## config.mk

```make
export PLATFORM = sky130hd
export DESIGN_NAME = rf_wb_arbiter_flat
export DESIGN_NICKNAME = d
export VERILOG_FILES = /design/src/rtl/pipeline_pkg.sv /design/src/rtl/rf_wb_arbiter_if.sv /design/src/rtl/rf_scoreboard.sv /design/src/rtl/rf_wb_arbiter.sv /design/src/flat_wrapper.sv
export SDC_FILE = /design/constraint.sdc
export NUM_CORES = 1
export LEC_CHECK = 0
export ABC_AREA = 1
export BUFFER_PORTS_ARGS = -buffer_cell sky130_fd_sc_hd__buf_2
export CAP_MARGIN = 15
export CELL_PAD_IN_SITES_DETAIL_PLACEMENT = 1
export CELL_PAD_IN_SITES_GLOBAL_PLACEMENT = 1
export CORE_ASPECT_RATIO = 0.9
export CORE_UTILIZATION = 36
export DETAILED_ROUTE_END_ITERATION = 12
export PLACE_DENSITY_LB_ADDON = 0.1
export SKIP_LAST_GASP = 1
export SLEW_MARGIN = 20
export SYNTH_ARGS = -nofsm -noshare
export SYNTH_HDL_FRONTEND = slang
export SYNTH_SLANG_ARGS = --single-unit
```

## constraint.sdc

```tcl
create_clock -name clk -period 1.6 [get_ports clk]
set_input_delay 0 -clock clk [delete_from_list [all_inputs] [get_ports clk]]
set_output_delay 0 -clock clk [all_outputs]
set_load 0.005 [all_outputs]
```

## src/rtl/pipeline_pkg.sv

```systemverilog
// Shared pipeline widths and bundles.
// Used by the writeback arbiter and its scoreboard.
package pipeline_pkg;

  localparam int REG_ADDR_W = 5;
  localparam int DATA_W     = 32;
  localparam int NUM_REGS   = 32;

  typedef logic [REG_ADDR_W-1:0] reg_addr_t;
  typedef logic [DATA_W-1:0]     reg_data_t;

  typedef struct packed {
    reg_addr_t rd;
    reg_data_t data;
  } rf_wr_t;

  function automatic logic is_r0(input reg_addr_t a);
    return a == '0;
  endfunction

endpackage

```

## src/rtl/rf_wb_arbiter_if.sv

```systemverilog
// Signals between WB, mul/div, decode and the
// register-file write port arbiter.
interface rf_wb_arbiter_if;
  import pipeline_pkg::*;

  logic      wb_valid;
  reg_addr_t wb_rd;
  reg_data_t wb_data;
  logic      md_issue;
  reg_addr_t md_issue_rd;
  logic      md_valid;
  reg_addr_t md_rd;
  reg_data_t md_data;
  logic      md_ready;
  reg_addr_t PR1;
  reg_addr_t PR2;
  logic      busy1;
  logic      busy2;
  logic      stall_wb;
  logic      write;
  reg_addr_t WR;
  reg_data_t WD;

  modport master (
    output wb_valid, wb_rd, wb_data,
    output md_issue, md_issue_rd,
    output md_valid, md_rd, md_data,
    output PR1, PR2,
    input  md_ready, busy1, busy2,
    input  stall_wb, write, WR, WD
  );

  modport slave (
    input  wb_valid, wb_rd, wb_data,
    input  md_issue, md_issue_rd,
    input  md_valid, md_rd, md_data,
    input  PR1, PR2,
    output md_ready, busy1, busy2,
    output stall_wb, write, WR, WD
  );

endinterface

```

## src/rtl/rf_scoreboard.sv

```systemverilog
// Pending-write bits for mul/div destinations.
// Set beats clear on the same bit; r0 is never pending.
module rf_scoreboard
  import pipeline_pkg::*;
(
  input  logic      clk,
  input  logic      rst_n,
  input  logic      set_en,
  input  reg_addr_t set_idx,
  input  logic      clr_en,
  input  reg_addr_t clr_idx,
  input  reg_addr_t rd_idx1,
  input  reg_addr_t rd_idx2,
  output logic      busy1,
  output logic      busy2
);

  logic [NUM_REGS-1:0] pend_q;
  logic [NUM_REGS-1:0] pend_nxt;

  // Apply clear first so a same-cycle set wins.
  always_comb begin
    pend_nxt = pend_q;
    if (clr_en)
      pend_nxt[clr_idx] = 1'b0;
    if (set_en)
      pend_nxt[set_idx] = 1'b1;
    pend_nxt[0] = 1'b0;
  end

  // Pending vector register.
  always_ff @(posedge clk or negedge rst_n) begin
    if (!rst_n)
      pend_q <= '0;
    else
      pend_q <= pend_nxt;
  end

  assign busy1 = pend_q[rd_idx1];
  assign busy2 = pend_q[rd_idx2];

endmodule

```

## src/rtl/rf_wb_arbiter.sv

```systemverilog
// Register-file write port shared by WB and mul/div.
// WB has priority; a starved buffered result forces a WB stall.
module rf_wb_arbiter
  import pipeline_pkg::*;
#(
  parameter int STARVE_LIMIT = 4
) (
  input  logic           clk,
  input  logic           reset,
  rf_wb_arbiter_if.slave bus
);

  localparam int CNT_W = $clog2(STARVE_LIMIT + 1);

  logic             buf_full;
  rf_wr_t           buf_q;
  logic [CNT_W-1:0] starve_cnt;

  logic   stall;
  logic   buf_grant;
  logic   wb_grant;
  logic   md_acc;
  rf_wr_t sel;

  assign stall =
    buf_full && (starve_cnt >= CNT_W'(STARVE_LIMIT));
  assign buf_grant =
    reset && (stall || (buf_full && !bus.wb_valid));
  assign wb_grant =
    reset && !stall && bus.wb_valid;
  assign md_acc = bus.md_valid && !buf_full;

  // Pick the write source for this cycle.
  always_comb begin
    sel = '0;
    if (buf_grant)
      sel = buf_q;
    else if (wb_grant)
      sel = '{rd: bus.wb_rd, data: bus.wb_data};
  end

  assign bus.write    = (buf_grant || wb_grant) &&
                        !is_r0(sel.rd);
  assign bus.WR       = sel.rd;
  assign bus.WD       = sel.data;
  assign bus.stall_wb = stall;
  assign bus.md_ready = !buf_full;

  // One-entry result buffer and starvation counter.
  always_ff @(posedge clk or negedge reset) begin
    if (!reset) begin
      buf_full   <= 1'b0;
      buf_q      <= '0;
      starve_cnt <= '0;
    end else begin
      if (buf_grant) begin
        buf_full   <= 1'b0;
        starve_cnt <= '0;
      end else if (buf_full && ~&starve_cnt) begin
        starve_cnt <= starve_cnt + 1'b1;
      end
      if (md_acc) begin
        buf_full   <= 1'b1;
        buf_q      <= '{rd: bus.md_rd, data: bus.md_data};
        starve_cnt <= '0;
      end
    end
  end

  rf_scoreboard u_sb (
    .clk     (clk),
    .rst_n   (reset),
    .set_en  (bus.md_issue && !is_r0(bus.md_issue_rd)),
    .set_idx (bus.md_issue_rd),
    .clr_en  (buf_grant),
    .clr_idx (buf_q.rd),
    .rd_idx1 (bus.PR1),
    .rd_idx2 (bus.PR2),
    .busy1   (bus.busy1),
    .busy2   (bus.busy2)
  );

endmodule
```

## src/flat_wrapper.sv

```systemverilog
// flat-port wrapper written by rule: the top's interface ports become plain ports
module rf_wb_arbiter_flat import pipeline_pkg::*;
#(
  parameter int STARVE_LIMIT = 4
)
  (clk, reset, bus_wb_valid, bus_wb_rd, bus_wb_data, bus_md_issue, bus_md_issue_rd, bus_md_valid, bus_md_rd, bus_md_data, bus_PR1, bus_PR2, bus_md_ready, bus_busy1, bus_busy2, bus_stall_wb, bus_write, bus_WR, bus_WD);
  rf_wb_arbiter_if bus_i ();
  input  logic clk;
  input  logic reset;
  input wire logic [$bits(bus_i.wb_valid)-1:0] bus_wb_valid;
  input wire logic [$bits(bus_i.wb_rd)-1:0] bus_wb_rd;
  input wire logic [$bits(bus_i.wb_data)-1:0] bus_wb_data;
  input wire logic [$bits(bus_i.md_issue)-1:0] bus_md_issue;
  input wire logic [$bits(bus_i.md_issue_rd)-1:0] bus_md_issue_rd;
  input wire logic [$bits(bus_i.md_valid)-1:0] bus_md_valid;
  input wire logic [$bits(bus_i.md_rd)-1:0] bus_md_rd;
  input wire logic [$bits(bus_i.md_data)-1:0] bus_md_data;
  input wire logic [$bits(bus_i.PR1)-1:0] bus_PR1;
  input wire logic [$bits(bus_i.PR2)-1:0] bus_PR2;
  output wire logic [$bits(bus_i.md_ready)-1:0] bus_md_ready;
  output wire logic [$bits(bus_i.busy1)-1:0] bus_busy1;
  output wire logic [$bits(bus_i.busy2)-1:0] bus_busy2;
  output wire logic [$bits(bus_i.stall_wb)-1:0] bus_stall_wb;
  output wire logic [$bits(bus_i.write)-1:0] bus_write;
  output wire logic [$bits(bus_i.WR)-1:0] bus_WR;
  output wire logic [$bits(bus_i.WD)-1:0] bus_WD;
  assign bus_i.wb_valid = bus_wb_valid;
  assign bus_i.wb_rd = bus_wb_rd;
  assign bus_i.wb_data = bus_wb_data;
  assign bus_i.md_issue = bus_md_issue;
  assign bus_i.md_issue_rd = bus_md_issue_rd;
  assign bus_i.md_valid = bus_md_valid;
  assign bus_i.md_rd = bus_md_rd;
  assign bus_i.md_data = bus_md_data;
  assign bus_i.PR1 = bus_PR1;
  assign bus_i.PR2 = bus_PR2;
  assign bus_md_ready = bus_i.md_ready;
  assign bus_busy1 = bus_i.busy1;
  assign bus_busy2 = bus_i.busy2;
  assign bus_stall_wb = bus_i.stall_wb;
  assign bus_write = bus_i.write;
  assign bus_WR = bus_i.WR;
  assign bus_WD = bus_i.WD;
  rf_wb_arbiter #(.STARVE_LIMIT(STARVE_LIMIT)) u_core (.clk(clk), .reset(reset), .bus(bus_i));
endmodule
```

==> qor.yml, run 1 <==
grt:
  grt_pass1_wl_um: 23300
  grt_max_degree: 40
  grt_usage_pct: 25.3
  grt_pass1_vias: 4657
  overflow: 0
  antenna_found_initial: 1
timing:
  setup_viol: 0
  period_needed_ns: 1.57
  rsz0062_at_grt: "true"
  worst_slack_ns: 0.0329
  max_freq_ghz: 0.638
  final.setup_skew_ns: 0.00732
  maxSlewHeadroom_pct: 65.0
  fin_hold_ws_ns: 0.0558
  worstMarginPinSlew_ns: 0.525
  hold_violations: 0
  period_share_pct: 97.9
  slew_violations: 0
pwr:
  power_leakage_nw: 2.94
  ir_drop_mv: 0.859
  total_power_mw: 8.99
  intPower_mw: 5.65
  p_clk_share_pct: 25.3
  powerDensity_nw_per_um2: 1570
  p_sw_share_pct: 37.2
  pwr-share-seq_pct: 38.9
  power.switching_mw: 3.34
  p_comb_share_pct: 35.9
min_path:
  hp-class: "in -> reg"
  min_to: "u_core.u_sb.pend_q[22]$_DFF_PN0_"
  hold_depth: 3
  holdCritStartpoint: "bus_md_issue_rd[4]"
synth:
  yosysTopAreaCellShare_pct: 43.6
  synthTopCellsByArea: "dfrtp_1 44%, nand2_1 11%, mux2_2 8.7%"
  syn_area_um2: 4130
  syn_avg_cell_area_um2: 7.96
  yosysWarningCount: 0
  yosysSeqAreaShare_pct: 43.6
  synth_fp_nets: 615
  ys_ff_latch: 72
  yosys.area.top_type: "dfrtp_1"
  netlist_instances: 519
  ys_types: 25
cells_and_area:
  drive_gt1_share_pct: 30.0
  synthToLayoutAreaGrowth_pct: 38.5
  fin_area_um2: 5720
  layout.nets: 790
  final_cell_mix: "135 x buf_2, 120 x nand2_1, 72 x dfrtp_1"
  final_common_cell: "buf_2"
critical_path:
  endpoint_kind: "output pin"
  cp-start-kind: "flip-flop"
  reg2reg_depth: 9
  slowest_stage: "dfrtp_1"
  worstPathArrival_ns: 1.57
  path_cells: "inv_2, nand2_2, nand2_4, inv_6, clkbuf_16, nand2_1, o21ai_0, buf_2"
  worstPathMaxFanout: 9
  regToRegSetupSlack_ns: 0.06
  critical-path-max-stage-delay_ns: 0.42
  r2r-start: "u_core.buf_full$_DFFE_PN0P_"
  r2r-end: "u_core.u_sb.pend_q[29]$_DFF_PN0_"
  critical_path_class: "reg -> out"
  startpoint: "u_core.starve_cnt[2]$_DFFE_PN0P_"
  cp.required_ns: 1.60
floorplanning:
  ios: 136
  fp.dieH_um: 104
  start_util_pct: 37.6
  dieArea_um2: 11900
  core_area_um2: 11000
  die_w_um: 115
  rows: 36
drt:
  antenna_left: 0
  first_iter_violations: 175
  drt-total-wl_um: 14900
  drc: 0
  drt_pass1_iterations: 4
  viasPerCell: 5.09
  vias: 4340
  post_drt_wl_per_cell_um: 17.5
placement:
  dp_hpwl_um: 10300
  detailed_place.area_um2: 4890
  gp_congestion: 0.809
  port_buffers: 135
  preCtsSetupSlack_ns: 0.157
clock_network:
  cts_tree: "built"
  clk_pin_slew_ns: 0.06
  clock_sinks: 72
  cts_buffers: 9
  cts_max_path_buffers: 2
  clk_latency_ns: 0.34
  cts-htree-levels: 3
  clockRootBuffer: "clkbuf_16"
run:
  drv_cap: 0
outcome:
  status: "finished, final reports clean"
==> worst max-delay path by stage <==
stage	end	slack [ns]	depth (start not counted)
after floorplan	u_core.starve_cnt[1]$_DFFE_PN0P_	0.24	5
after global placement	u_core.starve_cnt[2]$_DFFE_PN0P_	0.22	4
after detailed placement	u_core.u_sb.pend_q[23]$_DFF_PN0_	0.16	7
after CTS	bus_WD[10]	-0.02	8
after global routing	bus_WD[30]	-0.05	5
final	bus_WD[11]	0.03	8
==> cell type report <==
cell class / count / area, um2
Clock buffer: 11 / 253
Sequential cell: 72 / 1800
Tap cell: 152 / 190
Multi-Input combinational cell: 356 / 1910
Timing Repair Buffer: 184 / 1200
Fill cell: 1416 / 5270
Antenna cell: 1 / 2.50
Clock inverter: 5 / 85.1
Inverter: 71 / 277
==> power groups by stage <==
stage	registers (mW)	logic, mW	clock network (mW)
after floorplan	3.16	2.08	0
after global placement	3.40	2.80	0
after detailed placement	3.47	2.95	0
after CTS	3.45	3.06	2.30
after global routing	3.60	3.62	2.38
final	3.49	3.22	2.27
==> registers in the layout, summed over array words and instances (netlist names) <==
signal,cells
u_core.buf_full,1
u_core.buf_q,37
u_core.starve_cnt,3
u_core.u_sb.pend_q,31
==> per-layer routing <==
layer | routed length (um) | global-route usage [%] | vias to the layer above
met5 | 0 | 0 | -
met4 | 264 | 7.24 | 0
met3 | 725 | 4.86 | 22
met2 | 7540 | 42.1 | 103
met1 | 6410 | 33.3 | 2166
li1 | - | - | 2049
==> worst max-delay path, delay by kind of cell (launching register included) <==
| family | cells | cell delay (ns) |
|---|---|---|
| flip-flops | 1 | 0.42 |
| AND/OR/NAND/NOR | 3 | 0.26 |
| buffers and inverters | 4 | 0.46 |
| AO/OA/AOI/OAI | 1 | 0.08 |
==> Yosys cell counts (all sizes together) <==
library cell and n:
mux2 32, clkbuf 3, inv 71, ha 2
nand3 67, o21ai 95, or2 1, nor2 16
nand4 1, nand3b 1, xor2 1, dfrtp 72
buf 17, o22ai 5, a211oi 2, nand2 128
a21oi 5
==> timing repair <==
action,CTS,global route
endpoints found under the hold margin,109,0
pin swaps,1,1
resized for setup,2,16
setup endpoints to repair,25,33
setup buffers,1,2
cloned,0,3
hold buffers,38,0
==> cell families after synthesis <==
kind of cell	Yosys count	share of synthesized area, %
buf+inv	91	10.5
simple gates	214	23.1
xor+xnor	1	0.212
compound gates	107	13.2
flops	72	43.6
fa+ha+maj	2	0.606
mux	32	8.72
==> per-stage QoR <==
stage                     utilization [%]  instances  TNS (ns)
after floorplan                         -        519         0
after global placement               44.5        791         0
after detailed placement             44.5        791         0
after CTS                            51.2        846   -0.0442
after global routing                 52.0        852    -0.792
final                                52.0        852         0
(Power assumes the default switching activity.)
==> run 2: changes to the inputs <==
--- a/config.mk
+++ b/config.mk
@@ -13,7 +13,7 @@
 export CORE_ASPECT_RATIO = 0.9
 export CORE_UTILIZATION = 36
 export DETAILED_ROUTE_END_ITERATION = 12
-export PLACE_DENSITY_LB_ADDON = 0.1
+export PLACE_DENSITY = 0.85
 export SKIP_LAST_GASP = 1
 export SLEW_MARGIN = 20
 export SYNTH_ARGS = -nofsm -noshare
==> run 2 against run 1 <==
  * The run now ends with hold timing, setup timing left
  * Final cell count down 0.12%
  * Register-to-register slack worse by 0.09 ns
  * Clock power up 20%
  * Combinational power up 8.1%
  * Clock-buffer cell count unchanged
  * Sequential share of layout area down 0.49 points
  * Non-clock buffer count down 1
  * Global-route usage up 3.9 points
  * Critical path depth unchanged
  * Sequential cell count unchanged
  * Hold slack worse by 0.11 ns
  * Die area unchanged
==> qor.yml, run 2 (synthesis gave the netlist of run 1 again) <==
outcome:
  status: "finished, violations left"  # was finished, final reports clean
  violations: "hold timing, setup timing"
floorplanning:
  fp.dieH_um: 104  # unchanged
  rows: 36  # unchanged
  ios: 136  # unchanged
  core_area_um2: 11000  # unchanged
  dieArea_um2: 11900  # unchanged
  die_w_um: 115  # unchanged
  start_util_pct: 37.6  # unchanged
pwr:
  power_leakage_nw: 2.98  # was 2.94 nW
  ir_drop_mv: 0.686  # was 0.859 mV
  powerDensity_nw_per_um2: 1680  # was 1570 nW/um2
grt:
  overflow: 0  # unchanged
  antenna_found_initial: 3  # was 1
  grt_max_degree: 69  # was 40
  grt_pass1_vias: 5042  # was 4657
  grt_pass1_wl_um: 26600  # was 23300 um
  grt_usage_pct: 29.2  # was 25.3%
critical_path:
  slowest_stage: "dfrtp_1"  # unchanged
  cp.required_ns: 1.60  # about the same
  path_cells: "inv_1, nand2_2, nand2_4, inv_8, clkbuf_16, nand2_1, o21ai_0, buf_2"  # was inv_2, nand2_2, nand2_4, inv_6, clkbuf_16, nand2_1, o21ai_0, buf_2
  endpoint_kind: "output pin"  # unchanged
  cp-start-kind: "flip-flop"  # unchanged
  critical_path_class: "reg -> out"  # unchanged
  critical-path-max-stage-delay_ns: 0.41  # was 0.42 ns
  worstPathMaxFanout: 8  # was 9
  worstPathArrival_ns: 1.66  # was 1.57 ns
placement:
  dp_hpwl_um: 10000  # was 10300 um
  preCtsSetupSlack_ns: 0.168  # was 0.157 ns
  gp_congestion: 0.835  # was 0.809
  detailed_place.area_um2: 4870  # was 4890 um2
  port_buffers: 135  # unchanged
timing:
  setup_viol: 24  # was 0
  period_share_pct: 103  # was 97.9%
  period_needed_ns: 1.66  # was 1.57 ns
  worstMarginPinSlew_ns: 0.858  # was 0.525 ns
  slew_violations: 0  # unchanged
  fin_hold_ws_ns: -0.0536  # was 0.0558 ns
  max_freq_ghz: 0.604  # was 0.638 GHz
  hold_violations: 68  # was 0
  worst_slack_ns: -0.0553  # was 0.0329 ns
  maxSlewHeadroom_pct: 42.8  # was 65.0%
  final.setup_skew_ns: 0.00390  # was 0.00732 ns
  rsz0062_at_grt: "true"  # unchanged
cells_and_area:
  synthToLayoutAreaGrowth_pct: 40.7  # was 38.5%
  drive_gt1_share_pct: 30.4  # was 30.0%
  fin_util_pct: 52.9  # was 52.0%
  largest_register_ffs: 37  # unchanged
  fin_area_um2: 5810  # was 5720 um2
  layout.nets: 789  # was 790
  top_register: "u_core.buf_q"  # unchanged
  top_regs: "u_core.buf_q (37), u_core.u_sb.pend_q (31), u_core.starve_cnt (3)"  # unchanged
  final_common_cell: "buf_2"  # unchanged
  final_cell_mix: "135 x buf_2, 122 x nand2_1, 72 x dfrtp_1"  # was 135 x buf_2, 120 x nand2_1, 72 x dfrtp_1
drt:
  drt-total-wl_um: 17300  # was 14900 um
  viasPerCell: 5.36  # was 5.09
  drt_pass1_iterations: 5  # was 4
  first_iter_violations: 252  # was 175
  post_drt_wl_per_cell_um: 20.3  # was 17.5 um
  drc: 0  # unchanged
  antenna_left: 0  # unchanged
  vias: 4563  # was 4340
clock_network:
  clk_latency_ns: 0.34  # about the same
  cts_tree: "built"  # unchanged
  clk_pin_slew_ns: 0.06  # about the same
  cts_buffers: 9  # unchanged
  clockRootBuffer: "clkbuf_16"  # unchanged
  cts-htree-levels: 3  # unchanged
  clock_sinks: 72  # unchanged
  cts_max_path_buffers: 2  # unchanged
run:
  drv_cap: 0  # unchanged
min_path:
  hp-class: "in -> async"  # was in -> reg
[run 2: cell count changes in the layout (fill, tap and decap cells not counted), sizes merged]
cell	delta
bufinv	+3
inv	-2
clkinvlp	-1
buf	-1
[run 2: path summary, 6_finish.rpt]
path	startpoint	to	slack [ns]	cells past startpoint
max in group asynchronous	reset	u_core.buf_q[30]$_DFFE_PN0P_	1.08	2
max	u_core.starve_cnt[2]$_DFFE_PN0P_	bus_WD[15]	-0.06	8
min	reset	u_core.buf_q[33]$_DFFE_PN0P_	-0.05	2
max reg2reg	u_core.starve_cnt[2]$_DFFE_PN0P_	u_core.u_sb.pend_q[19]$_DFF_PN0_	-0.03	7
min reg2reg	u_core.u_sb.pend_q[4]$_DFF_PN0_	u_core.u_sb.pend_q[4]$_DFF_PN0_	0.50	2
min in group clk	bus_md_issue_rd[2]	u_core.u_sb.pend_q[4]$_DFF_PN0_	0.08	3
[run 2: per-stage QoR]
stage,TNS (ns),instances,total power [mW]
global route,-2.74,851,10.3
finish,-0.559,851,9.78
floorplan,0,519,5.25
global placement,0,790,6.11
CTS,-0.0198,844,9.28
detailed placement,0,790,6.36
[run 2: final cells by class]
class	count	area (um2)
tap	152	190
antenna	1	2.50
sequential	72	1800
clock inverter	5	150
multi-input combinational	356	1940
timing repair buffer	183	1190
inverter	71	279
fill	1357	5180
clock buffer	11	253
[run 2: per-layer routing]
metal | GRT usage, % | vias to the layer above | share of wire (%)
li1 | - | 2051 | -
met2 | 50.0 | 219 | 50
met5 | 0 | - | 0.058
met3 | 7.20 | 55 | 7.3
met1 | 34.2 | 2236 | 38
met4 | 12.8 | 2 | 4.7
[run 2: where the power goes]
part	switching, mW	leakage, nW	internal (mW)
Sequential	0.856	0.844	2.72
Clock	0.801	0.196	1.92
Combinational	1.98	1.94	1.50
Total	3.64	2.98	6.14
[run 2: critical path, delay by kind of cell, from the launching register on]
kind | cells | cell delay (ns)
flip-flops | 1 | 0.41
AO/OA/AOI/OAI | 1 | 0.10
buffers and inverters | 4 | 0.49
AND/OR/NAND/NOR | 3 | 0.31
[run 2: timing repair]
action | CTS | global route
resized for setup | 6 | 13
hold buffers | 38 | 0
pin swaps | 0 | 1
setup buffers | 0 | 3
endpoints found under the hold margin | 41 | 0
gates cloned | 0 | 3
endpoints found under the setup margin | 33 | 34
